--- src/rtl/kernel7_window_ctrl.sv ---
// Frame sequencer for a 7x7 sliding-window line buffer: paces raster pixels into
// the buffer and flags cycles where the taps hold a complete in-image window.
module kernel7_window_ctrl #(
  parameter int IMG_Width  = 8,
  parameter int IMG_Height = 8,
  parameter int Datawidth  = 8,
  parameter int CW = (IMG_Width  > 2) ? $clog2(IMG_Width)  : 1,
  parameter int RW = (IMG_Height > 2) ? $clog2(IMG_Height) : 1
) (
  input  logic                 CLK,
  input  logic                 CLR,
  input  logic                 Start,
  input  logic [Datawidth-1:0] Pix_In,
  input  logic                 Pix_Valid,
  output logic                 Pix_Ready,
  output logic [Datawidth-1:0] LB_Data,
  output logic                 LB_Shift,
  output logic                 Win_Valid,
  input  logic                 Win_Ready,
  output logic [RW-1:0]        Win_Row,
  output logic [CW-1:0]        Win_Col,
  output logic                 Busy,
  output logic                 Frame_Done
);

  typedef enum logic [1:0] {IDLE, RUN, DRAIN, DONE} state_t;

  localparam logic [CW-1:0] COL_LAST = CW'(IMG_Width - 1);
  localparam logic [RW-1:0] ROW_LAST = RW'(IMG_Height - 1);
  localparam logic [CW-1:0] COL_QUAL = CW'(6);
  localparam logic [RW-1:0] ROW_QUAL = RW'(6);

  state_t        state_reg, state_next;
  logic [CW-1:0] col_reg, col_next;
  logic [RW-1:0] row_reg, row_next;
  logic          win_valid_reg, win_valid_next;
  logic [RW-1:0] win_row_reg, win_row_next;
  logic [CW-1:0] win_col_reg, win_col_next;

  logic accept;
  logic qualify;
  logic last_col;
  logic last_pix;

  // A pending window blocks new pixels unless it is being consumed this cycle,
  // which keeps the taps frozen under backpressure.
  assign Pix_Ready  = (state_reg == RUN) & (~win_valid_reg | Win_Ready);
  assign accept     = Pix_Valid & Pix_Ready;
  assign LB_Data    = Pix_In;
  assign LB_Shift   = accept;
  assign Win_Valid  = win_valid_reg;
  assign Win_Row    = win_row_reg;
  assign Win_Col    = win_col_reg;
  assign Busy       = (state_reg == RUN) | (state_reg == DRAIN);
  assign Frame_Done = (state_reg == DONE);

  assign last_col = (col_reg == COL_LAST);
  assign last_pix = last_col & (row_reg == ROW_LAST);
  assign qualify  = (row_reg >= ROW_QUAL) & (col_reg >= COL_QUAL);

  always_comb begin
    state_next     = state_reg;
    col_next       = col_reg;
    row_next       = row_reg;
    win_valid_next = win_valid_reg;
    win_row_next   = win_row_reg;
    win_col_next   = win_col_reg;

    if (accept) begin
      if (last_col) begin
        col_next = '0;
        row_next = row_reg + RW'(1);
      end else begin
        col_next = col_reg + CW'(1);
      end
      win_valid_next = qualify;
      if (qualify) begin
        win_row_next = row_reg - RW'(3);
        win_col_next = col_reg - CW'(3);
      end
    end else if (Win_Ready) begin
      win_valid_next = 1'b0;
    end

    case (state_reg)
      IDLE: begin
        if (Start) begin
          state_next     = RUN;
          col_next       = '0;
          row_next       = '0;
          win_valid_next = 1'b0;
          win_row_next   = '0;
          win_col_next   = '0;
        end
      end
      RUN: begin
        if (accept && last_pix) state_next = DRAIN;
      end
      DRAIN: begin
        if (win_valid_reg && Win_Ready) state_next = DONE;
      end
      DONE: begin
        state_next = IDLE;
      end
      default: begin
        state_next = IDLE;
      end
    endcase
  end

  always_ff @(posedge CLK) begin
    if (!CLR) begin
      state_reg     <= IDLE;
      col_reg       <= '0;
      row_reg       <= '0;
      win_valid_reg <= 1'b0;
      win_row_reg   <= '0;
      win_col_reg   <= '0;
    end else begin
      state_reg     <= state_next;
      col_reg       <= col_next;
      row_reg       <= row_next;
      win_valid_reg <= win_valid_next;
      win_row_reg   <= win_row_next;
      win_col_reg   <= win_col_next;
    end
  end

endmodule

--- config.mk ---
export PLATFORM = sky130hd
export DESIGN_NAME = kernel7_window_ctrl
export DESIGN_NICKNAME = d
export VERILOG_FILES = /design/src/rtl/kernel7_window_ctrl.sv
export SDC_FILE = /design/constraint.sdc
export NUM_CORES = 1
export LEC_CHECK = 0
export CAP_MARGIN = 20
export CORE_MARGIN = 2
export CORE_UTILIZATION = 30
export DETAILED_ROUTE_END_ITERATION = 7
export GPL_TIMING_DRIVEN = 0
export PLACE_DENSITY_LB_ADDON = 0.15
export SLEW_MARGIN = 15
export SYNTH_ARGS = -nofsm -noshare
export SYNTH_HDL_FRONTEND = slang
export SYNTH_SLANG_ARGS = --single-unit
--- constraint.sdc ---
create_clock -name CLK -period 2 [get_ports CLK]
set_input_delay 0.4 -clock CLK [delete_from_list [all_inputs] [get_ports CLK]]
set_output_delay 0.4 -clock CLK [all_outputs]
set_load 0.05 [all_outputs]
==> results of run 1 <==
synth_stat cells:
cell type  number  area share
mux2i_1         2       0.024
ha_1           10        0.15
nand3_1         4       0.024
nor2_1          4       0.018
nor3_1          1      0.0061
buf_4           8       0.073
a221o_1         1       0.012
buf_6           1       0.014
or3_1           3       0.023
or3_4           1       0.014
nand4_1         2       0.015
o21ai_0         4       0.024
dfxtp_1        15        0.36
a211oi_1        3       0.027
nand2b_2        1       0.011
and2_1          1      0.0076
xnor2_1         1       0.011
clkbuf_1        1      0.0046
clkinv_1        1      0.0046
a21oi_1        12       0.073
nand2_1        14       0.064
or2_2           1      0.0076
nor2b_1         1      0.0076
inv_1           4       0.018
critical path, cell delays in order:
cell and delay (ns):
clkdlybuf4s50_1 0.47, nand2b_2 0.15, nand3_1 0.16, inv_4 0.15, buf_4 0.21
worst max-delay path by stage:
stage	startpoint	to	slack [ns]	cells after the start
after floorplan	Win_Valid	Win_Col[1]	0.18	5
after global placement	Win_Ready	LB_Shift	-0.59	5
after detailed placement	Win_Ready	LB_Shift	-0.60	5
after CTS	Win_Ready	LB_Shift	0.006	5
after global routing	Win_Ready	LB_Shift	0.002	5
final	Win_Ready	LB_Shift	0.06	5
final cells by class:
cell class | count | area (um^2) | share of cell area
Multi-Input combinational cell | 66 | 429 | 0.386
Sequential cell | 15 | 300 | 0.270
Timing Repair Buffer | 23 | 223 | 0.200
Inverter | 5 | 21.3 | 0.0191
Buffer | 10 | 75.1 | 0.0675
Tap cell | 30 | 37.5 | 0.0337
Clock buffer | 4 | 26.3 | 0.0236
routing by layer:
layer	wire, um	part of all wire	vias up
li1	-	-	378
met1	778	0.46	320
met2	770	0.46	23
met3	98	0.058	4
met4	34	0.020	0
met5	0	0	-
through the flow:
step                      cells  cell area (um^2)  worst slack (ns)  utilization  power (mW)
final                       153              1110            0.0601        0.437       0.945
after global routing        153              1110           0.00150        0.437        1.00
after CTS                   153              1110           0.00614        0.438       0.959
after detailed placement    149              1090            -0.596        0.429       0.801
after global placement      149              1090            -0.589        0.429       0.794
after floorplan              96               823             0.180            -       0.684
placed cells by master (no fill, tap or decap):
cell type	synthesis	routed
clkdlybuf4s50_1	0	19
dfxtp_1	15	15
nand2_1	14	14
a21oi_1	12	12
ha_1	10	10
buf_4	8	9
inv_1	4	4
nand3_1	4	4
nor2_1	4	4
o21ai_0	4	4
or3_1	3	3
a211oi_1	3	3
clkbuf_4	0	3
nand4_1	2	2
clkbuf_1	1	2
mux2i_1	2	2
nand2b_2	1	1
inv_4	0	1
and2_1	1	1
or2_2	1	1
xnor2_1	1	1
buf_6	1	1
or3_4	1	1
nor3_1	1	1
nor2b_1	1	1
a221o_1	1	1
clkdlybuf4s15_2	0	1
clkbuf_2	0	1
dlygate4sd2_1	0	1
cells by family (layout without fill, tap and decap cells):
family	after synthesis	after routing	share of synthesized area
and+or+nand+nor	33	33	0.198
muxes	2	2	0.0243
buffers and inverters	15	42	0.114
DFF	15	15	0.365
adders and majority gates	10	10	0.152
AOI/OAI and AO/OA	20	20	0.137
xor gates and xnor gates	1	1	0.0106
report_power, final:
part | internal, mW | leakage [nW] | total, mW | switching (mW)
clock | 0.0773 | 0.0150 | 0.171 | 0.0932
sequential | 0.319 | 0.121 | 0.343 | 0.0234
combinational | 0.148 | 0.300 | 0.432 | 0.285
==> results.toml, run 1 <==
[run_status]
status = "completed"

[clock_tree]
htreeDepth = 1
clkSinkCount = 15
clock_latency_ns = 0.28
clk_transition_reported_paths_ns = 0.09
cts_buffers = 3
postCtsSetupBuffers = 0
cts_hold_buffers = 0
cts-resized-gates = 12
cts_root_buf = "clkbuf_4"
cts_tree = "yes"
clk_path_buf_depth = 2

[global_route]
overflow = 0
grt_use_met1 = 0.130
use_met3 = 0.0276
grt_antenna_before_repair = 0
grtUsageTotal = 0.109
grt_max_degree = 11
grt_pass1_wl_um = 2700
met2_usage = 0.175
busiest_layer = "met2"
first_global_vias = 654

[logic_synthesis]
syn_area_um2 = 823
ys_warn_count = 0
synthDistinctLibCells = 24
syn_inst = 96
syn_area_per_cell_um2 = 8.58
ys_seq_area_frac = 0.365
synth-seq-cells = 15
syn-num-nets = 119

[setup_path]
critPathCaptureType = "output pin"
reg2reg_depth = 6
arrival_ns = 1.54
cp_data_required_time_ns = 1.60
regToRegEndpoint = "Win_Col[2]"
startpoint_type = "primary input"
crit_type = "in -> out"
cp_max_fo = 9
rr_startpoint = "col_reg[0]"
rrSetupSlack_ns = 0.32

[timing]
worst_slew_pin_slew_ns = 0.680
fmax_mhz = 515
slew_headroom = 0.543
hold_violations = 0
rsz0062_at_grt = "no"
whs_ns = 0.484
slew_viol_final = 0
finalSetupViolCount = 0
period_share = 0.970
setup_tns_ns = 0
finalCriticalPeriod_ns = 1.94
finClkSkew_ns = 0.00303

[cells_and_area]
nets = 147
layout-drive-gt1-share = 0.154
area_growth_pct = 35.1
antenna_cells = 0
n_fill_cell = 255

[detailed_routing]
first_pass_iters = 3
drc = 0
wirelength_um = 1680
postRouteAntennaNets = 0
vias = 725
wl_per_cell_um = 11.0
viasPerCell = 4.74
drt_iter0_markers = 4

[hold_path]
hold_path_startpoint = "Win_Row[0]"
min_path_type = "reg -> reg"
min_to = "Win_Row[0]"
holdPathStages = 2

[placement]
gp_congestion = 0.780
dpl.hpwl_um = 1330
portBuffers = 23

[floorplan]
die_area_um2 = 3180
start_util = 0.324
io_pins = 32
die_h_um = 56.4
core_um2 = 2540
rows = 18
die_w_um = 56.4

[power_and_ir_drop]
p_per_area_nw_per_um2 = 850
peakVddDrop_v = 0.000708
p_leak_nw = 0.436

[flow_run]
maxCapViolations = 0
Power figures use the tool's default switching activity.
==> run 2, diff against run 1 <==
--- a/config.mk
+++ b/config.mk
@@ -5,6 +5,7 @@
 export SDC_FILE = /design/constraint.sdc
 export NUM_CORES = 1
 export LEC_CHECK = 0
+export ABC_AREA = 1
 export CAP_MARGIN = 20
 export CORE_MARGIN = 2
 export CORE_UTILIZATION = 30
==> run 2 against run 1 <==
Die area rose by 3.5%. Combinational power increased by 4%. Utilization shrank 1.8 points. Total power rose by 2.4%. Flip-flop and latch count is the same. Area after synthesis increased by 3.8%. Register-to-register slack gained 0.24 ns. Non-clock buffer count decreased by 1.
==> results.toml, run 2 <==
[floorplan]
io_pins = 32
die_area_um2 = 3290
die_w_um = 57.4
start_util = 0.313
core_um2 = 2730
rows = 19
die_h_um = 57.4

[flow_run]
maxCapViolations = 0

[logic_synthesis]
synth_top_area_share = 0.351
syn-num-nets = 136
syn_inst = 113
yosys-top-cells-area = "dfxtp_1 (35%), ha_1 (15%), nor2_1 (10%), nand2_1 (8.8%), buf_4 (7.0%)"
ys_seq_area_frac = 0.351
synth_edf_count = 0
synth-main-ff-cell = "dfxtp_1"
yosysMostFrequentCell = "nor2_1"
yosys-top-cells-count = "nor2_1 (23), nand2_1 (20), dfxtp_1 (15)"
synthDistinctLibCells = 17
synth-seq-cells = 15
ys_warn_count = 0
syn_area_per_cell_um2 = 7.56
syn_area_um2 = 855
post-synth-top-area-cell = "dfxtp_1"
async_flop_share = 0

[power_and_ir_drop]
p_comb_frac = 0.465
p_clk_frac = 0.173
p_per_area_nw_per_um2 = 846
p_int_uw = 550
peakVddDrop_v = 0.000504
swShare = 0.432
p_switching_uw = 418
p_seq_frac = 0.362
p_leak_nw = 0.536

[cells_and_area]
nets = 164
layout_common_cells = "nor2_1 (23), nand2_1 (20), clkdlybuf4s50_1 (19)"
antenna_cells = 0
fin_cells = 171
final_common_cell = "nor2_1"
fin_util = 0.419
layout-drive-gt1-share = 0.136
fin_area_um2 = 1140
area_growth_pct = 34.0

[detailed_routing]
wl_per_cell_um = 8.99
topRoutingLayerUsed = "met3"
vias = 720
wl_met2_um = 695
first_pass_iters = 3
viasPerCell = 4.21
postRouteAntennaNets = 0
met3_wirelength_um = 110
drt-met1-wl_um = 732
wirelength_um = 1540
drc = 0
drt_iter0_markers = 13

[clock_tree]
clock_latency_ns = 0.28
postCtsSetupBuffers = 0
cts-resized-gates = 10
clk_path_buf_depth = 2
cts_buffers = 3
cts_tree = "yes"
htreeDepth = 1
cts_hold_buffers = 0
clkSinkCount = 15
cts_root_buf = "clkbuf_4"
clk_transition_reported_paths_ns = 0.08

[global_route]
overflow = 0
grt_pass1_wl_um = 2650
grtUsageTotal = 0.101
grt_max_degree = 11
grt_antenna_before_repair = 0
first_global_vias = 650

[placement]
dpl.hpwl_um = 1260
gp_congestion = 0.789
portBuffers = 23
dpl_cell_area_um2 = 1120
dp.cells = 167
pre_cts_ws_ns = -0.467

[run_status]
status = "completed"

[setup_path]
crit_type = "in -> out"
crit_family = "buffers and inverters"
critPathMostFrequentCell = "inv_1"
cp_data_required_time_ns = 1.60
slowest_delay_ns = 0.48
critPathCaptureType = "output pin"
regToRegEndpoint = "Win_Row[0]"
crit_chain = "clkdlybuf4s50_1 > inv_1 > nand2_4 > inv_1 > nor2_1 > clkdlybuf4s15_2"
cp_max_fo = 3
arrival_ns = 1.54
rr_startpoint = "row_reg[0]"
worst_setup_path_startpoint = "Win_Ready"
rrSetupSlack_ns = 0.56
path_depth = 6
startpoint_type = "primary input"
cp_num_buf_inv = 4
crit_slowest_cell = "clkdlybuf4s50_1"
reg2reg_depth = 7
crit_path_end = "Pix_Ready"

[timing]
fin_ws_ns = 0.0573
slew_viol_final = 0
hold_violations = 0
slew_headroom = 0.670
worst_slew_pin_slew_ns = 0.494
rsz0062_at_grt = "no"
finalCriticalPeriod_ns = 1.94
setup_tns_ns = 0
fmax_mhz = 515
period_share = 0.971
finClkSkew_ns = 0.00138
finalSetupViolCount = 0

[hold_path]
min_path_type = "reg -> reg"
run 2: changes by cell type in the layout (fill, tap and decap cells not counted), sizes merged, moves of 2 or more:
cell    delta
mux2i      -2
o21ai      +5
nand2      +7
or3        -4
inv        +8
nor2      +19
a21oi      -7
a211oi     -2
run 2: stage by stage:
step	power [mW]	hold slack, ns
after floorplan	0.711	0.459
after global placement	0.823	0.462
after detailed placement	0.830	0.471
after CTS	0.984	0.491
after global routing	1.05	0.518
final	0.968	0.484
run 2: kinds of logic (layout without fill, tap and decap cells):
| group | after synthesis | in the layout | synth area share |
|---|---|---|---|
| and+or+nand+nor | 50 | 50 | 0.266 |
| buffers and inverters | 23 | 50 | 0.145 |
| AOI/OAI and AO/OA | 15 | 15 | 0.0908 |
| DFF | 15 | 15 | 0.351 |
| adders and majority gates | 10 | 10 | 0.146 |
run 2: worst min path at each step:
stage	start	slack, ns	end	depth (start not counted)
5_1_grt	Win_Col[2]	0.52	Win_Col[2]	2
2_1_floorplan	row_reg[0]	0.46	row_reg[0]	1
3_3_place_gp	Win_Row[2]	0.46	Win_Row[2]	2
4_1_cts	Win_Row[1]	0.49	Win_Row[1]	2
3_5_place_dp	Win_Col[0]	0.47	Win_Col[0]	2
6_report	Win_Row[2]	0.48	Win_Row[2]	2
run 2: power groups by stage:
stage | logic [mW] | registers [mW] | clock network (mW)
final | 0.450 | 0.351 | 0.167
after global routing | 0.499 | 0.356 | 0.198
after CTS | 0.453 | 0.351 | 0.180
after detailed placement | 0.472 | 0.358 | 0
after global placement | 0.467 | 0.356 | 0
after floorplan | 0.360 | 0.350 | 0
run 2: metal layers:
metal | up-vias | global-route usage
met5 | - | 0
met4 | 0 | 0.00997
met3 | 0 | 0.0476
met2 | 20 | 0.154
met1 | 298 | 0.136
li1 | 402 | -
run 2: final cells by class:
| class | count | area (um^2) |
|---|---|---|
| timing repair buffer | 23 | 223 |
| sequential | 15 | 300 |
| clock buffer | 4 | 26.3 |
| inverter | 14 | 52.6 |
| multi-input combinational | 75 | 433 |
| fill | 295 | 1590 |
| tap | 31 | 38.8 |
| buffer | 9 | 71.3 |
run 2: worst min-delay path, stage by stage, from the launching register on:
cell and delay [ns]:
dfxtp_1 0.33, nor2_1 0.05, nor2_1 0.08
